<file path="src/rtl/sdram_write_queue.sv">
// sdram_write_queue
// In-order write buffer between byte/word producers and the SDRAM controller's
// toggle-handshake write port. Each entry becomes exactly one controller write.
// The head entry stays in the FIFO until the controller acknowledges it, so
// count includes the write that is currently in flight.
module sdram_write_queue #(
  parameter int DEPTH = 16,
  parameter int AW    = 25
) (
  input  logic                   clk,
  input  logic                   reset,
  input  logic                   in_valid,
  output logic                   in_ready,
  input  logic [AW-1:0]          in_addr,
  input  logic [15:0]            in_data,
  input  logic                   in_byte,
  output logic [AW-1:0]          waddr,
  output logic [15:0]            din,
  output logic                   we,
  output logic                   we_req,
  input  logic                   we_ack,
  output logic [$clog2(DEPTH):0] count,
  output logic                   drained
);

  localparam int PW = $clog2(DEPTH);
  localparam int CW = PW + 1;
  localparam logic [CW-1:0] FULL_CNT = CW'(DEPTH);
  localparam logic [CW-1:0] CNT_ONE  = CW'(1);
  localparam logic [PW-1:0] PTR_ONE  = PW'(1);

  typedef enum logic [1:0] {
    S_SYNC = 2'd0,
    S_IDLE = 2'd1,
    S_WAIT = 2'd2
  } state_t;

  // Byte writes replicate the low byte into both lanes; the controller's
  // lane mask then selects whichever half the address points at.
  function automatic logic [15:0] f_lane_data(input logic [15:0] d, input logic is_byte);
    f_lane_data = is_byte ? {d[7:0], d[7:0]} : d;
  endfunction

  state_t          r_state;
  logic [AW-1:0]   r_mem_addr [DEPTH];
  logic [15:0]     r_mem_data [DEPTH];
  logic            r_mem_byte [DEPTH];
  logic [PW-1:0]   r_wr_ptr;
  logic [PW-1:0]   r_rd_ptr;
  logic [CW-1:0]   r_count;
  logic [AW-1:0]   r_waddr;
  logic [15:0]     r_din;
  logic            r_we;
  logic            r_we_req;

  logic            w_full;
  logic            w_empty;
  logic            w_in_ready;
  logic            w_push;
  logic            w_pop;

  // A full queue refuses pushes even when a pop lands in the same cycle.
  assign w_full     = (r_count == FULL_CNT);
  assign w_empty    = (r_count == {CW{1'b0}});
  assign w_in_ready = !w_full && (r_state != S_SYNC);
  assign w_push     = in_valid && w_in_ready;
  assign w_pop      = (r_state == S_WAIT) && (we_ack == r_we_req);

  assign in_ready = w_in_ready;
  assign count    = r_count;
  assign drained  = w_empty && (r_state == S_IDLE);
  assign waddr    = r_waddr;
  assign din      = r_din;
  assign we       = r_we;
  assign we_req   = r_we_req;

  // Entry storage: written at the tail on push, no reset needed for payload.
  always_ff @(posedge clk) begin
    if (w_push) begin
      r_mem_addr[r_wr_ptr] <= in_addr;
      r_mem_data[r_wr_ptr] <= f_lane_data(in_data, in_byte);
      r_mem_byte[r_wr_ptr] <= in_byte;
    end
  end

  // Tail/head pointers and occupancy; pointers wrap naturally at DEPTH.
  always_ff @(posedge clk or posedge reset) begin
    if (reset) begin
      r_wr_ptr <= {PW{1'b0}};
      r_rd_ptr <= {PW{1'b0}};
      r_count  <= {CW{1'b0}};
    end else begin
      if (w_push) begin
        r_wr_ptr <= r_wr_ptr + PTR_ONE;
      end
      if (w_pop) begin
        r_rd_ptr <= r_rd_ptr + PTR_ONE;
      end
      case ({w_push, w_pop})
        2'b10:   r_count <= r_count + CNT_ONE;
        2'b01:   r_count <= r_count - CNT_ONE;
        default: r_count <= r_count;
      endcase
    end
  end

  // Controller handshake FSM: realign the toggle pair, launch head, wait for ack.
  always_ff @(posedge clk or posedge reset) begin
    if (reset) begin
      r_state  <= S_SYNC;
      r_waddr  <= {AW{1'b0}};
      r_din    <= 16'h0000;
      r_we     <= 1'b0;
      r_we_req <= 1'b0;
    end else begin
      case (r_state)
        S_SYNC: begin
          // Adopt the controller's ack level so a write it was still finishing
          // when we reset is not mistaken for a fresh request.
          r_we_req <= we_ack;
          r_state  <= S_IDLE;
        end
        S_IDLE: begin
          if (!w_empty) begin
            r_waddr  <= r_mem_addr[r_rd_ptr];
            r_din    <= r_mem_data[r_rd_ptr];
            r_we     <= r_mem_byte[r_rd_ptr];
            r_we_req <= ~r_we_req;
            r_state  <= S_WAIT;
          end else begin
            r_state  <= S_IDLE;
          end
        end
        S_WAIT: begin
          if (we_ack == r_we_req) begin
            r_we    <= 1'b0;
            r_state <= S_IDLE;
          end else begin
            r_state <= S_WAIT;
          end
        end
        default: begin
          r_we    <= 1'b0;
          r_state <= S_SYNC;
        end
      endcase
    end
  end

endmodule
</file>
<file path="config.mk">
export PLATFORM = sky130hd
export DESIGN_NAME = sdram_write_queue
export DESIGN_NICKNAME = d
export VERILOG_FILES = /design/src/rtl/sdram_write_queue.sv
export SDC_FILE = /design/constraint.sdc
export NUM_CORES = 1
export LEC_CHECK = 0
export CAP_MARGIN = 20
export CELL_PAD_IN_SITES_DETAIL_PLACEMENT = 1
export CELL_PAD_IN_SITES_GLOBAL_PLACEMENT = 1
export CORE_MARGIN = 2
export CORE_UTILIZATION = 57
export CTS_BUF_LIST = sky130_fd_sc_hd__clkbuf_4 sky130_fd_sc_hd__clkbuf_8
export DETAILED_ROUTE_END_ITERATION = 7
export PLACE_DENSITY = 0.9
export SLEW_MARGIN = 20
export SYNTH_ARGS = -nofsm -noshare
export SYNTH_HDL_FRONTEND = slang
export SYNTH_SLANG_ARGS = --single-unit
</file>
<file path="constraint.sdc">
create_clock -name clk -period 6.88 [get_ports clk]
set_input_delay 1.376 -clock clk [delete_from_list [all_inputs] [get_ports clk]]
set_output_delay 1.376 -clock clk [all_outputs]
set_load 0.1 [all_outputs]
</file>
# After elaboration in Yosys (flattened, before gate mapping)
# Memory sizes are Yosys's and may differ from the RTL's. A register that Yosys moved wholly into a read port is not among the register bits.
# Index checks and enable logic that the tools add are counted.
totals:
  register_bits: 17
  ram_bits: 672
  in_bits: 46
  out_inout_bits: 50
  wordCells: 49
  n_memories: 3
classes:
  addsub: 4
  n_eq_ne: 8
  mux: 12
  n_bitwise: 3
  n_reduce_logical: 13
mem_list:
  columns: ["memory", "depth", "word_bits", "rd", "rd_clocked_by_memory_dff", "wr", "line_no", "rtl"]
  rows:
  - ["r_mem_addr", 16, 25, 1, 1, 1, "45", "logic [AW-1:0] r_mem_addr [DEPTH];"]
  - ["r_mem_data", 16, 16, 1, 1, 1, "46", "logic [15:0] r_mem_data [DEPTH];"]
  - ["r_mem_byte", 16, 1, 1, 0, 1, "47", "logic r_mem_byte [DEPTH];"]
op_table:
  columns: ["op", "n"]
  rows:
  - ["$mux 16", 1]
  - ["$pmux 5 s2", 1]
  - ["$add 4x1->4 const B", 2]
  - ["$pmux 2 s3", 1]
  - ["$reduce_bool 2->1", 3]
  - ["$add 5x1->5 const B", 1]
  - ["$eq 5x5->1 const B", 1]
  - ["$logic_not 5->1", 1]
  - ["$mux 1", 5]
  - ["$sub 5x1->5 const B", 1]
  - ["$eq 2x1->1 const B", 2]
  - ["$eq 2x2->1 const B", 2]
  - ["$logic_and 1x1->1", 4]
  - ["$mux 2", 2]
  - ["$reduce_and 2->1", 2]
  - ["$not 1->1", 3]
  - ["$pmux 1 s3", 1]
  - ["$reduce_and 3->1", 1]
  - ["$logic_not 2->1", 1]
  - ["$ne 2x1->1 const B", 1]
  - ["$ne 2x2->1 const B", 1]
  - ["$pmux 1 s2", 1]
  - ["$eq 1x1->1", 1]
  - ["$logic_not 1->1", 1]

# Logic depth before layout (Yosys ltp)
logic_depth:
  ltp_word: 6
  ltp_mapped: 12
  ltp_nobuf: 10

# Least setup slack after synthesis
# OpenSTA, ideal clock, no wires.
synth_timing:
  path_type: "register -> register"
  startpoint: "register r_count[2] (netlist: count[2])"
  endpoint: "memory r_mem_addr[0][0] (enable)"
  setup_ps: 546
  arrival_ps: 5660
  t_required_ps: 6334
  path_slack_ps: 674
  stages_incl_launch_ff: 6
  n_path_buf: 1
  period_less_slack_ps: 6206
  path_cell_list: "dfrtp_1 buf_2 or4_4 o211a_4 inv_2 nor4_1"
synth_between:
  elab_chain_cells: 6
synth_lines:
  columns: ["item", "line_no", "rtl"]
  rows:
  - ["from (decl)", "50", "logic [CW-1:0] r_count;"]
  - ["from (signal assigned)", "91", "r_count <= {CW{1'b0}};"]
  - ["from (signal assigned)", "100", "2'b10: r_count <= r_count + CNT_ONE;"]
  - ["from (signal assigned)", "101", "2'b01: r_count <= r_count - CNT_ONE;"]
  - ["$eq 5x5->1", "63", "assign w_full = (r_count == FULL_CNT);"]
  - ["$logic_not 1->1", "65", "assign w_in_ready = !w_full && (r_state != S_SYNC);"]
  - ["$logic_and 1x1->1", "65", null]
  - ["$logic_and 1x1->1", "66", "assign w_push = in_valid && w_in_ready;"]
  - ["$mux 1", "79", "if (w_push) begin"]
  - ["$mux 1 (implied by the code)", "80", "r_mem_addr[r_wr_ptr] <= in_addr;"]
  - ["to (decl)", "45", null]
# Every way passes these cells.

# Worst setup path in the final report
layout_timing:
  startpoint: "register r_count[0] (netlist: count[0])"
  endpoint: "output drained"
layout_between:
  elab_chain_cells: 2
layout_lines:
  columns: ["item", "line_no", "rtl"]
  rows:
  - ["$logic_not 5->1", "64", "assign w_empty = (r_count == {CW{1'b0}});"]
  - ["$logic_and 1x1->1", "71", "assign drained = w_empty && (r_state == S_IDLE);"]
  - ["to (decl)", "23", "output logic drained"]
# Every way passes these cells.

==> summary.md <==
| Metric | Value |
|---|---|
| Root Buffer Master | clkbuf_8 |
| Slew @ Worst Pin | 1092 ps |
| PwrDens | 449.3 nW/µm² |
| Hold path depth | 2 |
| Synth Area per Inst | 22.78 µm² |
| Syn_nets | 1295 |
| Total placed cells including tap cells | 1957 |
| Reg2Reg Setup Slack | 3290 ps |
| Cts hold-fix bufs | 0 |
| Crit path capture type | output pin |
| Synth top area cells | edfxtp_1 (71%), mux4_2 (13%), dfrtp_1 (5.1%) |
| FP Rows | 81 |
| Vias in the first global route | 15533 |
| CTS max path bufs | 3 |
| Startpoint types | flop |
| Worst vdd ir | 0.0002915 V |
| Crit path max fanout | 7 |
| DR iter-0 viols | 2178 |
| Num Clock Sinks | 730 |
| Max frequency | 0.2205 GHz |
| Width of the die | 226.7 µm |
| Area share of the largest cell type after synthesis | 71.37% |
| Slew headroom | 27.21% |
| Layout Area Growth over Synthesis | 13.99% |
| Skew-Pair Late Insertion Delay | 760 ps |
| Vias/cell | 6.862 |
| Worst setup startpoint | count[0] |
| Antenna Violating Nets Remaining | 0 |
| Final Max Tran Viols | 0 |
| LEAKAGE | 10.47 nW |
| Synthesized area | 28270 µm² |
| DIE HEIGHT | 226.7 µm |
| Dpl ws | 2387 ps |
| Primary FF master, synth | edfxtp_1 |
| Port-buffer cells | 95 |
| #FFs+latches synth | 730 |
| Final Setup Violations | 0 |
| Detailed placer's ending HPWL | 36430 µm |
| CTS tree | built |
| R2R depth | 5 |
| MaxCap Viol Count | 0 |
| Synth warnings | 0 |
| Area of the multi-input gates | 6215 µm² |
| DRT Wirelength | 81900 µm |
| Layout Nets | 1460 |
| Ports | 96 |
| GRT Total Usage | 31.70% |
| Clk pin slew, worst setup/hold paths | 70 ps |
| Post-synth cell types | 47 |
| GRT overflow | 0 |
| DR vias | 14836 |
| Status | finished clean |
| Post-route setup TNS | 0 ps |
| Hold Path Class | flop to flop |
| R2R Path End | din[9] |
| Final RePlAce weighted congestion | 0.7718 |
| Gate count after technology mapping | 1241 |
| Die area | 51400 µm² |
| Path type of the worst setup path | flop to output pin |
| Layout Cells excl Fill | 2162 |
| Seq/Total Area, Yosys | 76.51% |
| Largest net degree at the start of global routing | 102 |
| Initial antenna violation count | 5 |
| Final worst path period share | 65.92% |
| Worst endpoint required time | 5500 ps |
| Share of cells above drive strength 1 | 30.88% |
| Post-Route Skew | 55.74 ps |
| Critical Path Sink | drained |
| FF/Latch Area | 21640 µm² |
| FF-to-FF Start | count[0] |
| Final Critical Period | 4536 ps |
| Fill count | 3844 |
| Worst EP arrival | 3160 ps |
| Async set or reset register ratio after synthesis | 7.945% |
| Setup WS post-layout | 2344 ps |
| Core region area | 48950 µm² |
| WL/cell | 37.88 µm |
| RSZ-0062 raised after global routing | false |
| Number of synthesized flops with an enable pin | 672 |
| Global-route wire length before repair | 113100 µm |
| Initial Util | 57.76% |
| Number of remaining DRC errors | 0 |
| Final hold viol count | 0 |
| TritonRoute pass-1 iters | 5 |
| Post-CTS sizing | 0 |
| Total CTS buffers | 110 |
| Largest area contributor in the netlist | edfxtp_1 |
| Total setup buffers inserted after CTS | 0 |
| CTS H-tree depth | 3 |
## logic make-up after synthesis
family	count (synthesis)	synth area share (%)
compound gates	64	2.753
xor+xnor	13	0.4027
fa+ha+maj	8	0.3540
simple gates	83	1.456
buf+inv	81	1.775
mux	262	16.75
flops	730	76.51
## placed cells by master (no fill, tap or decap), types with 3 or more instances in the layout
master | netlist | layout
a21boi_0 | 3 | 3
a21oi_1 | 5 | 5
and2_2 | 0 | 8
buf_4 | 12 | 24
clkbuf_4 | 0 | 34
clkbuf_8 | 0 | 130
clkdlybuf4s50_1 | 0 | 95
clkinv_1 | 0 | 17
clkinv_2 | 0 | 14
clkinvlp_4 | 0 | 3
dfrtp_1 | 58 | 55
dfrtp_4 | 0 | 3
edfxtp_1 | 672 | 672
ha_1 | 8 | 8
inv_1 | 11 | 10
mux2_2 | 10 | 10
mux2i_1 | 84 | 84
mux4_2 | 168 | 168
nand2_1 | 46 | 46
nor2_1 | 7 | 3
nor2_4 | 0 | 4
nor3_1 | 3 | 3
nor4_2 | 1 | 5
o21ai_0 | 4 | 4
o221ai_2 | 41 | 41
xnor2_1 | 9 | 9
xor2_1 | 4 | 4
## power by group
| group | leakage (nW) | total [mW] | internal (mW) | switching, mW |
|---|---|---|---|---|
| Combinational | 2.49 | 4.85 | 1.68 | 3.17 |
| Clock | 1.21 | 3.87 | 1.98 | 1.89 |
| Sequential | 6.77 | 5.76 | 5.36 | 0.401 |
| Total | 10.5 | 14.5 | 9.02 | 5.46 |
## registers in the layout (all words and copies together) (netlist names)
name,count
din,16
r_mem_data,256
r_rd_ptr,4
r_mem_byte,16
r_mem_addr,400
we_req,1
we,1
r_state,2
count,5
waddr,25
r_wr_ptr,4
## per-layer routing
metal  vias up  global-route usage, %  routed length, µm  share of wire, %
met1      7826                  42.82              30200                37
met4         2                  13.92               2425               3.0
met2      1289                  48.79              40070                49
li1       5548                      -                  -                 -
met3       171                  9.045               9185                11
met5         -                      0                 13             0.016
## per-stage QoR
stage	util (%)	power (mW)	area, µm²	hold slack, ps
after floorplan	-	9.212	28270	552.9
after global placement	61.09	10.21	29900	477.6
after global routing	65.84	14.86	32230	514.1
after detailed placement	61.09	10.44	29900	477.9
final	65.84	14.48	32230	488.7
after CTS	65.77	14.37	32200	491.3
## worst max-delay path, cell delays in order, from the launching register on
cell             delay [ps]
dfrtp_1                 500
or4_4                   600
nor3_1                  180
clkdlybuf4s50_1        1150
## worst min-delay path by stage
stage	startpoint	endpoint	slack [ps]
floorplan	r_state[0]	r_state[0]	550
CTS	waddr[5]	waddr[5]	490
global route	waddr[5]	waddr[5]	510
global placement	waddr[19]	waddr[19]	480
detailed placement	waddr[5]	waddr[5]	480
finish	waddr[5]	waddr[5]	490
## cell usage after synthesis, types with 8 or more instances
library cell and number:
and2_1 8, buf_2 28, buf_4 12, clkbuf_1 16, dfrtp_1 58, edfxtp_1 672, ha_1 8, inv_1 11
mux2_2 10, mux2i_1 84, mux4_2 168, nand2_1 46, o221ai_2 41, xnor2_1 9
## cell type report
class	count	share of cell area, %
sequential	730	67.15
clock inverter	38	0.7687
antenna	2	0.01553
timing repair buffer	122	3.719
clock buffer	164	6.343
inverter	12	0.1436
tap	664	2.578
multi-input combinational	430	19.28
Power figures use the tool's default switching activity.
